$ cat config.mk
export PLATFORM = sky130hd
export DESIGN_NAME = eye_bbox_measure
export DESIGN_NICKNAME = d
export VERILOG_FILES = /design/src/rtl/eye_pkg.sv /design/src/rtl/minmax_track.sv /design/src/rtl/eye_bbox_measure.sv
export SDC_FILE = /design/constraint.sdc
export NUM_CORES = 1
export LEC_CHECK = 0
export BUFFER_PORTS_ARGS = -buffer_cell sky130_fd_sc_hd__buf_2
export CAP_MARGIN = 10
export CORE_UTILIZATION = 36
export DETAILED_ROUTE_END_ITERATION = 7
export GPL_TIMING_DRIVEN = 0
export MAX_ROUTING_LAYER = met4
export SLEW_MARGIN = 20
export SYNTH_ARGS = -nofsm -noshare
export SYNTH_HDL_FRONTEND = slang
export SYNTH_SLANG_ARGS = --single-unit
$ cat constraint.sdc
create_clock -name module_clk -period 3.1 [get_ports module_clk]
set_input_delay 0.465 -clock module_clk [delete_from_list [all_inputs] [get_ports module_clk]]
set_output_delay 0.465 -clock module_clk [all_outputs]
set_load 0.01 [all_outputs]
$ cat src/rtl/eye_pkg.sv
`default_nettype none
// ============================================================================
//  Package  : eye_pkg
//  Purpose  : Shared widths, frame-size defaults and FSM encoding for the
//             eye bounding-box measurement block.
//  Revision : 1.0  initial release
// ============================================================================
package eye_pkg;

  localparam int POS_W      = 11;
  localparam int CNT_W      = 16;
  localparam int DEF_H_DISP = 640;
  localparam int DEF_V_DISP = 480;

  typedef enum logic [1:0] {
    ST_IDLE = 2'd0,
    ST_SCAN = 2'd1,
    ST_CALC = 2'd2
  } state_t;

endpackage
`default_nettype wire

$ cat src/rtl/minmax_track.sv
`default_nettype none
// ============================================================================
//  Module   : minmax_track
//  Purpose  : Running minimum/maximum of one coordinate. Clear together with
//             update seeds both registers with the incoming value.
//  Revision : 1.0  initial release
// ============================================================================
module minmax_track #(
  parameter int W = 11
) (
  input  logic         module_clk,
  input  logic         module_rst_n,
  input  logic         clear,
  input  logic         update,
  input  logic [W-1:0] value,
  output logic [W-1:0] min_val,
  output logic [W-1:0] max_val
);

  logic [W-1:0] r_min;
  logic [W-1:0] r_max;

  always_ff @(posedge module_clk) begin
    if (!module_rst_n || (clear && !update)) begin
      r_min <= '1;
      r_max <= '0;
    end else if (clear) begin
      r_min <= value;
      r_max <= value;
    end else if (update) begin
      if (value < r_min) r_min <= value;
      if (value > r_max) r_max <= value;
    end
  end

  assign min_val = r_min;
  assign max_val = r_max;

endmodule
`default_nettype wire

$ cat src/rtl/eye_bbox_measure.sv
`default_nettype none
// ============================================================================
//  Module   : eye_bbox_measure
//  Purpose  : Tracks the bounding box of dark pixels inside a fixed ROI and
//             publishes height/width once per frame for the PERCLOS stage.
//  Revision : 1.0  initial release
// ============================================================================
module eye_bbox_measure
  import eye_pkg::*;
#(
  parameter int H_DISP  = DEF_H_DISP,
  parameter int V_DISP  = DEF_V_DISP,
  parameter int ROI_X0  = 200,
  parameter int ROI_X1  = 440,
  parameter int ROI_Y0  = 120,
  parameter int ROI_Y1  = 360,
  parameter int MIN_PIX = 16
) (
  input  logic             module_clk,
  input  logic             module_rst_n,
  input  logic [POS_W-1:0] lcd_pixel_xpos,
  input  logic [POS_W-1:0] lcd_pixel_ypos,
  input  logic             pixel_bin,
  output logic [POS_W-1:0] eye_high,
  output logic [POS_W-1:0] eye_wide,
  output logic             bbox_valid,
  output logic             frame_done
);

  localparam logic [POS_W-1:0] C_ONE     = POS_W'(1);
  localparam logic [POS_W-1:0] C_H_DISP  = POS_W'(H_DISP);
  localparam logic [POS_W-1:0] C_V_DISP  = POS_W'(V_DISP);
  localparam logic [POS_W-1:0] C_ROI_X0  = POS_W'(ROI_X0);
  localparam logic [POS_W-1:0] C_ROI_X1  = POS_W'(ROI_X1);
  localparam logic [POS_W-1:0] C_ROI_Y0  = POS_W'(ROI_Y0);
  localparam logic [POS_W-1:0] C_ROI_Y1  = POS_W'(ROI_Y1);
  localparam logic [CNT_W-1:0] C_MIN_PIX = CNT_W'(MIN_PIX);

  state_t             r_state;
  state_t             w_state_next;
  logic [POS_W-1:0]   r_prev_x;
  logic [POS_W-1:0]   r_prev_y;
  logic [CNT_W-1:0]   r_pix_cnt;
  logic               w_new_pos;
  logic               w_fs;
  logic               w_fe;
  logic               w_hit;
  logic               w_clear;
  logic               w_update;
  logic               w_calc;
  logic [POS_W-1:0]   w_x_min;
  logic [POS_W-1:0]   w_x_max;
  logic [POS_W-1:0]   w_y_min;
  logic [POS_W-1:0]   w_y_max;

  // Markers fire only on the first cycle a position is presented; the
  // previous-position register resets to 0, which is never a legal position.
  assign w_new_pos = (lcd_pixel_xpos != r_prev_x) || (lcd_pixel_ypos != r_prev_y);
  assign w_fs      = w_new_pos && (lcd_pixel_xpos == C_ONE) && (lcd_pixel_ypos == C_ONE);
  assign w_fe      = w_new_pos && (lcd_pixel_xpos == C_H_DISP) && (lcd_pixel_ypos == C_V_DISP);
  assign w_hit     = w_new_pos && pixel_bin &&
                     (lcd_pixel_xpos >= C_ROI_X0) && (lcd_pixel_xpos <= C_ROI_X1) &&
                     (lcd_pixel_ypos >= C_ROI_Y0) && (lcd_pixel_ypos <= C_ROI_Y1);

  always_ff @(posedge module_clk) begin
    if (!module_rst_n) begin
      r_state  <= ST_IDLE;
      r_prev_x <= '0;
      r_prev_y <= '0;
    end else begin
      r_state  <= w_state_next;
      r_prev_x <= lcd_pixel_xpos;
      r_prev_y <= lcd_pixel_ypos;
    end
  end

  always_comb begin
    w_state_next = r_state;
    w_clear      = 1'b0;
    w_update     = 1'b0;
    w_calc       = 1'b0;
    case (r_state)
      ST_IDLE: begin
        w_clear = 1'b1;
        if (w_fs) begin
          w_update     = w_hit;
          w_state_next = ST_SCAN;
        end
      end
      ST_SCAN: begin
        w_update = w_hit;
        if (w_fs) begin
          w_clear = 1'b1;
        end else if (w_fe) begin
          w_state_next = ST_CALC;
        end
      end
      ST_CALC: begin
        w_calc  = 1'b1;
        w_clear = 1'b1;
        if (w_fs) begin
          w_update     = w_hit;
          w_state_next = ST_SCAN;
        end else begin
          w_state_next = ST_IDLE;
        end
      end
      default: begin
        w_state_next = ST_IDLE;
      end
    endcase
  end

  minmax_track #(.W(POS_W)) u_track_x (
    .module_clk   (module_clk),
    .module_rst_n (module_rst_n),
    .clear        (w_clear),
    .update       (w_update),
    .value        (lcd_pixel_xpos),
    .min_val      (w_x_min),
    .max_val      (w_x_max)
  );

  minmax_track #(.W(POS_W)) u_track_y (
    .module_clk   (module_clk),
    .module_rst_n (module_rst_n),
    .clear        (w_clear),
    .update       (w_update),
    .value        (lcd_pixel_ypos),
    .min_val      (w_y_min),
    .max_val      (w_y_max)
  );

  always_ff @(posedge module_clk) begin
    if (!module_rst_n || (w_clear && !w_update)) begin
      r_pix_cnt <= '0;
    end else if (w_clear) begin
      r_pix_cnt <= CNT_W'(1);
    end else if (w_update && (r_pix_cnt != '1)) begin
      r_pix_cnt <= r_pix_cnt + CNT_W'(1);
    end
  end

  // Height falls back to 1 on an invalid frame so the downstream divide is safe.
  always_ff @(posedge module_clk) begin
    if (!module_rst_n) begin
      eye_high   <= C_ONE;
      eye_wide   <= '0;
      bbox_valid <= 1'b0;
      frame_done <= 1'b0;
    end else begin
      frame_done <= w_calc;
      if (w_calc) begin
        if (r_pix_cnt >= C_MIN_PIX) begin
          eye_wide   <= w_x_max - w_x_min + C_ONE;
          eye_high   <= w_y_max - w_y_min + C_ONE;
          bbox_valid <= 1'b1;
        end else begin
          eye_wide   <= '0;
          eye_high   <= C_ONE;
          bbox_valid <= 1'b0;
        end
      end
    end
  end

endmodule
`default_nettype wire

## Yosys cells after proc, flatten, opt, wreduce, memory -nomap -nowiden

Cells that the tools add are included.

| word-level totals | value |
|---|---|
| register bits after elaboration | 108 |
| bits in latches | 0 |
| memory bits (writable) | 0 |
| bits in read-only memories | 0 |
| bits of input ports | 25 |
| output and inout bits | 24 |
| word-level logic and storage cells | 95 |
| memories | 0 |

| cells by class | value |
|---|---|
| $add $sub $neg | 5 |
| $mul | 0 |
| div/mod/pow operators | 0 |
| $lt $le $gt $ge | 9 |
| eq/ne operators | 12 |
| shift operators | 0 |
| muxes and demuxes | 27 |
| bitwise gates (word level) | 0 |
| reductions and logical operators | 29 |

Operators by type and width:

| cell | count |
|---|---|
| $mux W11 | 14 |
| $add A11 B1 Y11 const B | 2 |
| $eq A11 B1 Y1 const B | 2 |
| $gt A11 B11 Y1 | 2 |
| $le A11 B9 Y1 const B | 2 |
| $lt A11 B11 Y1 | 2 |
| $ne A11 B11 Y1 | 2 |
| $sub A11 B11 Y11 | 2 |
| $add A16 B1 Y16 const B | 1 |
| $ge A16 B5 Y1 const B | 1 |
| $ne A16 B16 Y1 const B | 1 |
| $reduce_bool A2 Y1 | 6 |
| $eq A11 B10 Y1 const B | 1 |
| $eq A11 B9 Y1 const B | 1 |
| $ge A11 B7 Y1 const B | 1 |
| $ge A11 B8 Y1 const B | 1 |
| $logic_and A1 B1 Y1 | 11 |
| $reduce_and A2 Y1 | 4 |
| $mux W1 | 7 |
| $mux W2 | 3 |
| $ne A2 B2 Y1 const B | 3 |
| $pmux W2 S3 | 1 |
| $pmux W1 S2 | 2 |
| $reduce_or A2 Y1 | 2 |
| other kinds (6) | 8 |

## Depth between registers and ports, before layout

| depth | value |
|---|---|
| depth in word-level cells | 13 |
| depth in mapped cells | 12 |
| depth with buffers taken out | 12 |

## Cells and area by module

A second synthesis with hierarchy kept.

| second synthesis, totals | value |
|---|---|
| cells, all modules | 712 |
| area, all modules | 6491.2 um^2 |

Modules (own cells, without submodules):

| module | times used | cells an instance | area each (um^2) | sequential area each (um^2) |
|---|---|---|---|---|
| eye_bbox_measure | 1 | 424 | 3758.6 | 1281.2 |
| minmax_track | 2 | 144 | 1366.3 | 440.4 |

## Least setup slack after synthesis

OpenSTA, ideal clock, no wires.

| path | value |
|---|---|
| kind | register to register |
| start | reg u_track_x.r_max[1], in the netlist u_track_x.max_val[1] |
| end | reg eye_wide[9] |
| setup time | 0.124 ns |
| data arrival time | 2.338 ns |
| required time | 2.976 ns |
| setup slack | 0.638 ns |
| stages on the path, launching flop included | 13 |
| path buffers | 0 |
| period minus slack after synthesis | 2.462 ns |
| cell sequence | dfxtp_1 > inv_1 > ha_1 > inv_1 > ha_1 > fa_1 > a21o_1 > a21oi_1 > nor2b_1 > o21a_1 > o41a_1 > xnor2_1 > o21ai_1 |

| between the ends | value |
|---|---|
| word-level cells in the longest chain between the ends | 3 |

Ends and longest elaborated chain:

| what | RTL line | RTL |
|---|---|---|
| start, declared | minmax_track.sv:21 | `logic [W-1:0] r_max;` |
| start signal, assigned | minmax_track.sv:29 | `r_max <= value;` |
| start signal, assigned | minmax_track.sv:32 | `if (value > r_max) r_max <= value;` |
| $sub A11 B11 Y11 | eye_bbox_measure.sv:155 | `eye_wide <= w_x_max - w_x_min + C_ONE;` |
| $add A11 B1 Y11 | eye_bbox_measure.sv:155 |  |
| $mux W11 | eye_bbox_measure.sv:154 | `if (r_pix_cnt >= C_MIN_PIX) begin` |
| end signal, assigned | eye_bbox_measure.sv:155 |  |
| end, declared | eye_bbox_measure.sv:25 | `output logic [POS_W-1:0] eye_wide,` |

Every way passes these cells.
A chain may end at the register's enable or synchronous reset.

## Worst setup path in the final report

| path | value |
|---|---|
| start | in lcd_pixel_ypos[7] |
| end | reg r_pix_cnt[10] |

| between the ends | value |
|---|---|
| word-level cells in the longest chain between the ends | 13 |
| elaborated cells on any way between the ends | 21 |
| classes of those cells | 2 x order compare; 2 x eq/ne; 4 x mux; 13 x reduce/logical |

Ends and longest elaborated chain:

| what | RTL line | RTL |
|---|---|---|
| start, declared | eye_bbox_measure.sv:22 | `input logic [POS_W-1:0] lcd_pixel_ypos,` |
| branches (longest 13 deep; another with $ge A11 B7 Y1) | - |  |
| end signal, assigned | eye_bbox_measure.sv:140 | `r_pix_cnt <= r_pix_cnt + CNT_W'(1);` |
| end, declared | eye_bbox_measure.sv:43 | `logic [CNT_W-1:0] r_pix_cnt;` |

Parallel ways; which one is timed is not known.

==> flow_metrics.py <==
metrics = {
    "outcome": {
        "status": "finished, violations left",
        "violations": "DRC",
    },
    "detailed_routing": {
        "avgRoutedWirePerCell_um": 15.61,
        "ant_nets": 0,
        "drc": 1,
        "drt_wl_total_um": 15640,
        "vias": 5043,
        "initialDrtViolationCount": 280,
        "firstDrtPassIters": 7,
        "via_per_inst": 5.033,
    },
    "place": {
        "portBuffers": 48,
        "hpwl_um": 12240,
        "gp_congestion": 0.8339,
    },
    "logic_synthesis": {
        "synth_mux_area_share_pct": 5.998,
        "async_reset_ff_share_pct": 0,
        "yosysWarnings": 0,
        "synth_compound_area_share_pct": 14.31,
        "yosysSeqAreaShare_pct": 34.10,
        "synth.avg_cell_area_sq_um": 8.906,
        "synth_area_leaders": "dfxtp_1 34%, ha_1 16%, mux2i_1 6.0%, nor2_1 5.0%, xor2_1 3.9%",
        "ys_types": 61,
        "synth_top_family_by_area": "simple AND/OR/NAND/NOR gates",
        "yosys.area_share.simple_pct": 17.25,
        "synth-xor-area-share_pct": 5.801,
        "synth_area_leader_cell": "dfxtp_1",
        "ys.flop_type": "dfxtp_1",
        "synth_edf_count": 0,
        "synth_nets": 821,
        "yosysTopAreaCellShare_pct": 34.10,
        "netlist_area_sq_mm": 0.006341,
        "synth_cells": 712,
        "synth-seq-cells": 108,
        "synth_fa_ha_area_share_pct": 16.81,
    },
    "timing": {
        "period_share_pct": 89.69,
        "rsz0062_at_grt": "false",
        "final-hold-violation-count": 0,
        "slew_violations": 0,
        "finalSetupViolations": 0,
        "max_freq_ghz": 0.3597,
        "fin_skew_ns": 0.01026,
        "worst_pin_slew_ns": 0.8428,
        "fin_setup_tns_ns": 0,
        "max_slew_margin_pct": 43.61,
        "min_period_ns": 2.780,
    },
    "critical_path": {
        "arrival_ns": 3.06,
        "critPathMostFrequentCell": "buf_2",
        "critPathKind": "in2reg",
        "critPathCaptureType": "flop",
        "r2r_setup_slack_ns": 0.40,
        "slowest_delay_ns": 0.51,
        "reg2reg_depth": 12,
        "crit_path_cell_trace": "buf_2, buf_2, xor2_1, nor4_1, nand4_1, o21ai_1, o31a_1, clkbuf_1, nand2_1, mux2i_1",
        "crit_family": "buffers and inverters",
        "cp_slowest_cell": "clkbuf_1",
        "crit_path_start_kind": "input pin",
        "cp.depth": 10,
        "crit_buf_inv": 3,
        "worstPathMaxFanout": 10,
        "critical_path_required_ns": 3.38,
    },
    "die": {
        "coreArea_sq_mm": 0.01724,
        "dieArea_sq_mm": 0.01815,
        "die-height_um": 134.7,
        "dieWidth_um": 134.7,
        "design.portCount": 49,
        "initial_core_util_pct": 36.79,
        "rows": 48,
    },
    "clocking": {
        "cts.hold.buffers_added": 0,
        "post_cts_buffers": 0,
        "cts_tree": "yes",
        "clk_pin_slew_ns": 0.07,
        "clkSinkCount": 108,
        "clk_path_buf_depth": 2,
        "cts_resized": 0,
        "clk_latency_ns": 0.35,
        "cts-root-buf": "clkbuf_16",
        "cts-buffers-inserted": 9,
        "cts-htree-levels": 3,
    },
    "global_routing": {
        "antenna_found_initial": 1,
        "gr-total-overflow": 0,
        "grt_pass1_wl_um": 25750,
        "grt_max_degree": 17,
        "grt_pass1_vias": 4932,
        "grt.total_usage_pct": 18.86,
    },
    "power_and_ir_drop": {
        "leakage_nw": 3.538,
        "peakVddDrop_v": 0.0002332,
        "power_mw": 2.833,
        "p_per_area_mw_per_mm2": 394.3,
    },
    "finish": {
        "fill_cells": 1743,
        "synthToLayoutAreaGrowth_pct": 13.30,
        "layout_commonest_cell": "dfxtp_1",
        "layout.nets": 880,
        "drive_above_1_share_pct": 11.34,
        "mostFrequentLayoutCells": "108 x dfxtp_1, 84 x nor2_1, 82 x ha_1",
    },
    "flow_run": {
        "drv_cap": 0,
    },
    "min_path": {
        "hold_path_depth": 2,
        "hold_path_class": "reg2reg",
    },
}
==> worst reg2reg max path, cell delays in order, from the launching register on <==
cell and delay [ns]:
dfxtp_1 0.33, inv_1 0.08, ha_1 0.29, inv_1 0.04, ha_1 0.21, fa_1 0.40
a21o_1 0.17, a21oi_1 0.21, nor2b_1 0.07, o21a_1 0.19, o41a_1 0.32, xnor2_1 0.19
o21ai_1 0.08
==> logic make-up (layout without fill, tap and decap cells) <==
group,count (synthesis),after routing
AO/OA/AOI/OAI,135,135
adder cells (fa/ha/maj),84,84
AND/OR/NAND/NOR,216,216
buffers and inverters,89,153
multiplexers,38,38
XOR/XNOR,42,42
flip-flops,108,108
other,0,1
==> layer usage <==
| layer | global-route usage (%) | wire, um | part of all wire (%) |
|---|---|---|---|
| met1 | 25.81 | 8161 | 52 |
| met2 | 28.87 | 6791 | 43 |
| met3 | 1.877 | 426 | 2.7 |
| met4 | 6.554 | 257 | 1.6 |
| met5 | - | 0 | 0 |
==> power breakdown <==
part	internal [mW]	leakage [nW]	switching, mW
clock network	0.730	0.153	0.521
registers	1.40	0.877	0.00585
logic	0.0642	2.51	0.110
==> registers in the layout (all words and copies together), names as in the netlist <==
name,flops
u_track_x.min_val,11
u_track_x.max_val,11
r_prev_x,11
r_state,2
u_track_y.max_val,11
eye_wide,11
bbox_valid,1
r_pix_cnt,16
r_prev_y,11
u_track_y.min_val,11
frame_done,1
eye_high,11
==> metrics by stage <==
stage	utilization, %	worst slack, ns	area [sq um]	std cells	hold WS, ns
floorplan	-	0.6378	6341	712	0.4265
global placement	39.82	0.01157	6863	985	0.4335
detailed placement	39.82	0.03040	6863	985	0.4384
CTS	41.67	0.3800	7182	1001	0.4474
global route	41.68	0.09305	7184	1002	0.4598
finish	41.68	0.3197	7184	1002	0.4461
==> path summary, 6_finish.rpt <==
| check | from | to |
|---|---|---|
| min | eye_high[8] | eye_high[8] |
| max | lcd_pixel_ypos[7] | r_pix_cnt[10] |
| max reg2reg | u_track_x.max_val[1] | eye_wide[9] |
| min reg2reg | eye_high[8] | eye_high[8] |
==> cells in the mapped netlist (3+ instances only) <==
master / count
o31ai_1: 5
a21oi_1: 26
a31oi_1: 6
xnor2_1: 14
and4_1: 4
nor2b_1: 5
nand4_1: 14
o21ai_0: 14
a22oi_1: 12
and3_1: 4
o22ai_1: 3
inv_1: 64
and2_1: 21
ha_1: 82
mux2i_1: 38
nor2_1: 84
nand2b_1: 3
clkbuf_1: 10
nor3_1: 7
a211oi_1: 5
buf_2: 9
o21a_1: 7
dfxtp_1: 108
a21oi_2: 3
nor4_1: 13
or3_1: 4
o211ai_1: 4
nand2_1: 34
nand3_1: 8
a21o_1: 19
xor2_1: 28
o21ai_1: 12
==> cell type report <==
type	instances	area, sq um	area share [%]
clock inverter	4	72.57	1.010
inverter	65	244.0	3.396
sequential	108	2162	30.09
multi-input combinational	515	3815	53.10
clock buffer	12	246.5	3.431
buffer	24	120.1	1.672
tap	225	281.5	3.918
antenna	1	2.502	0.03483
timing repair buffer	48	240.2	3.344
No activity file was read; power rests on OpenSTA's default activity.
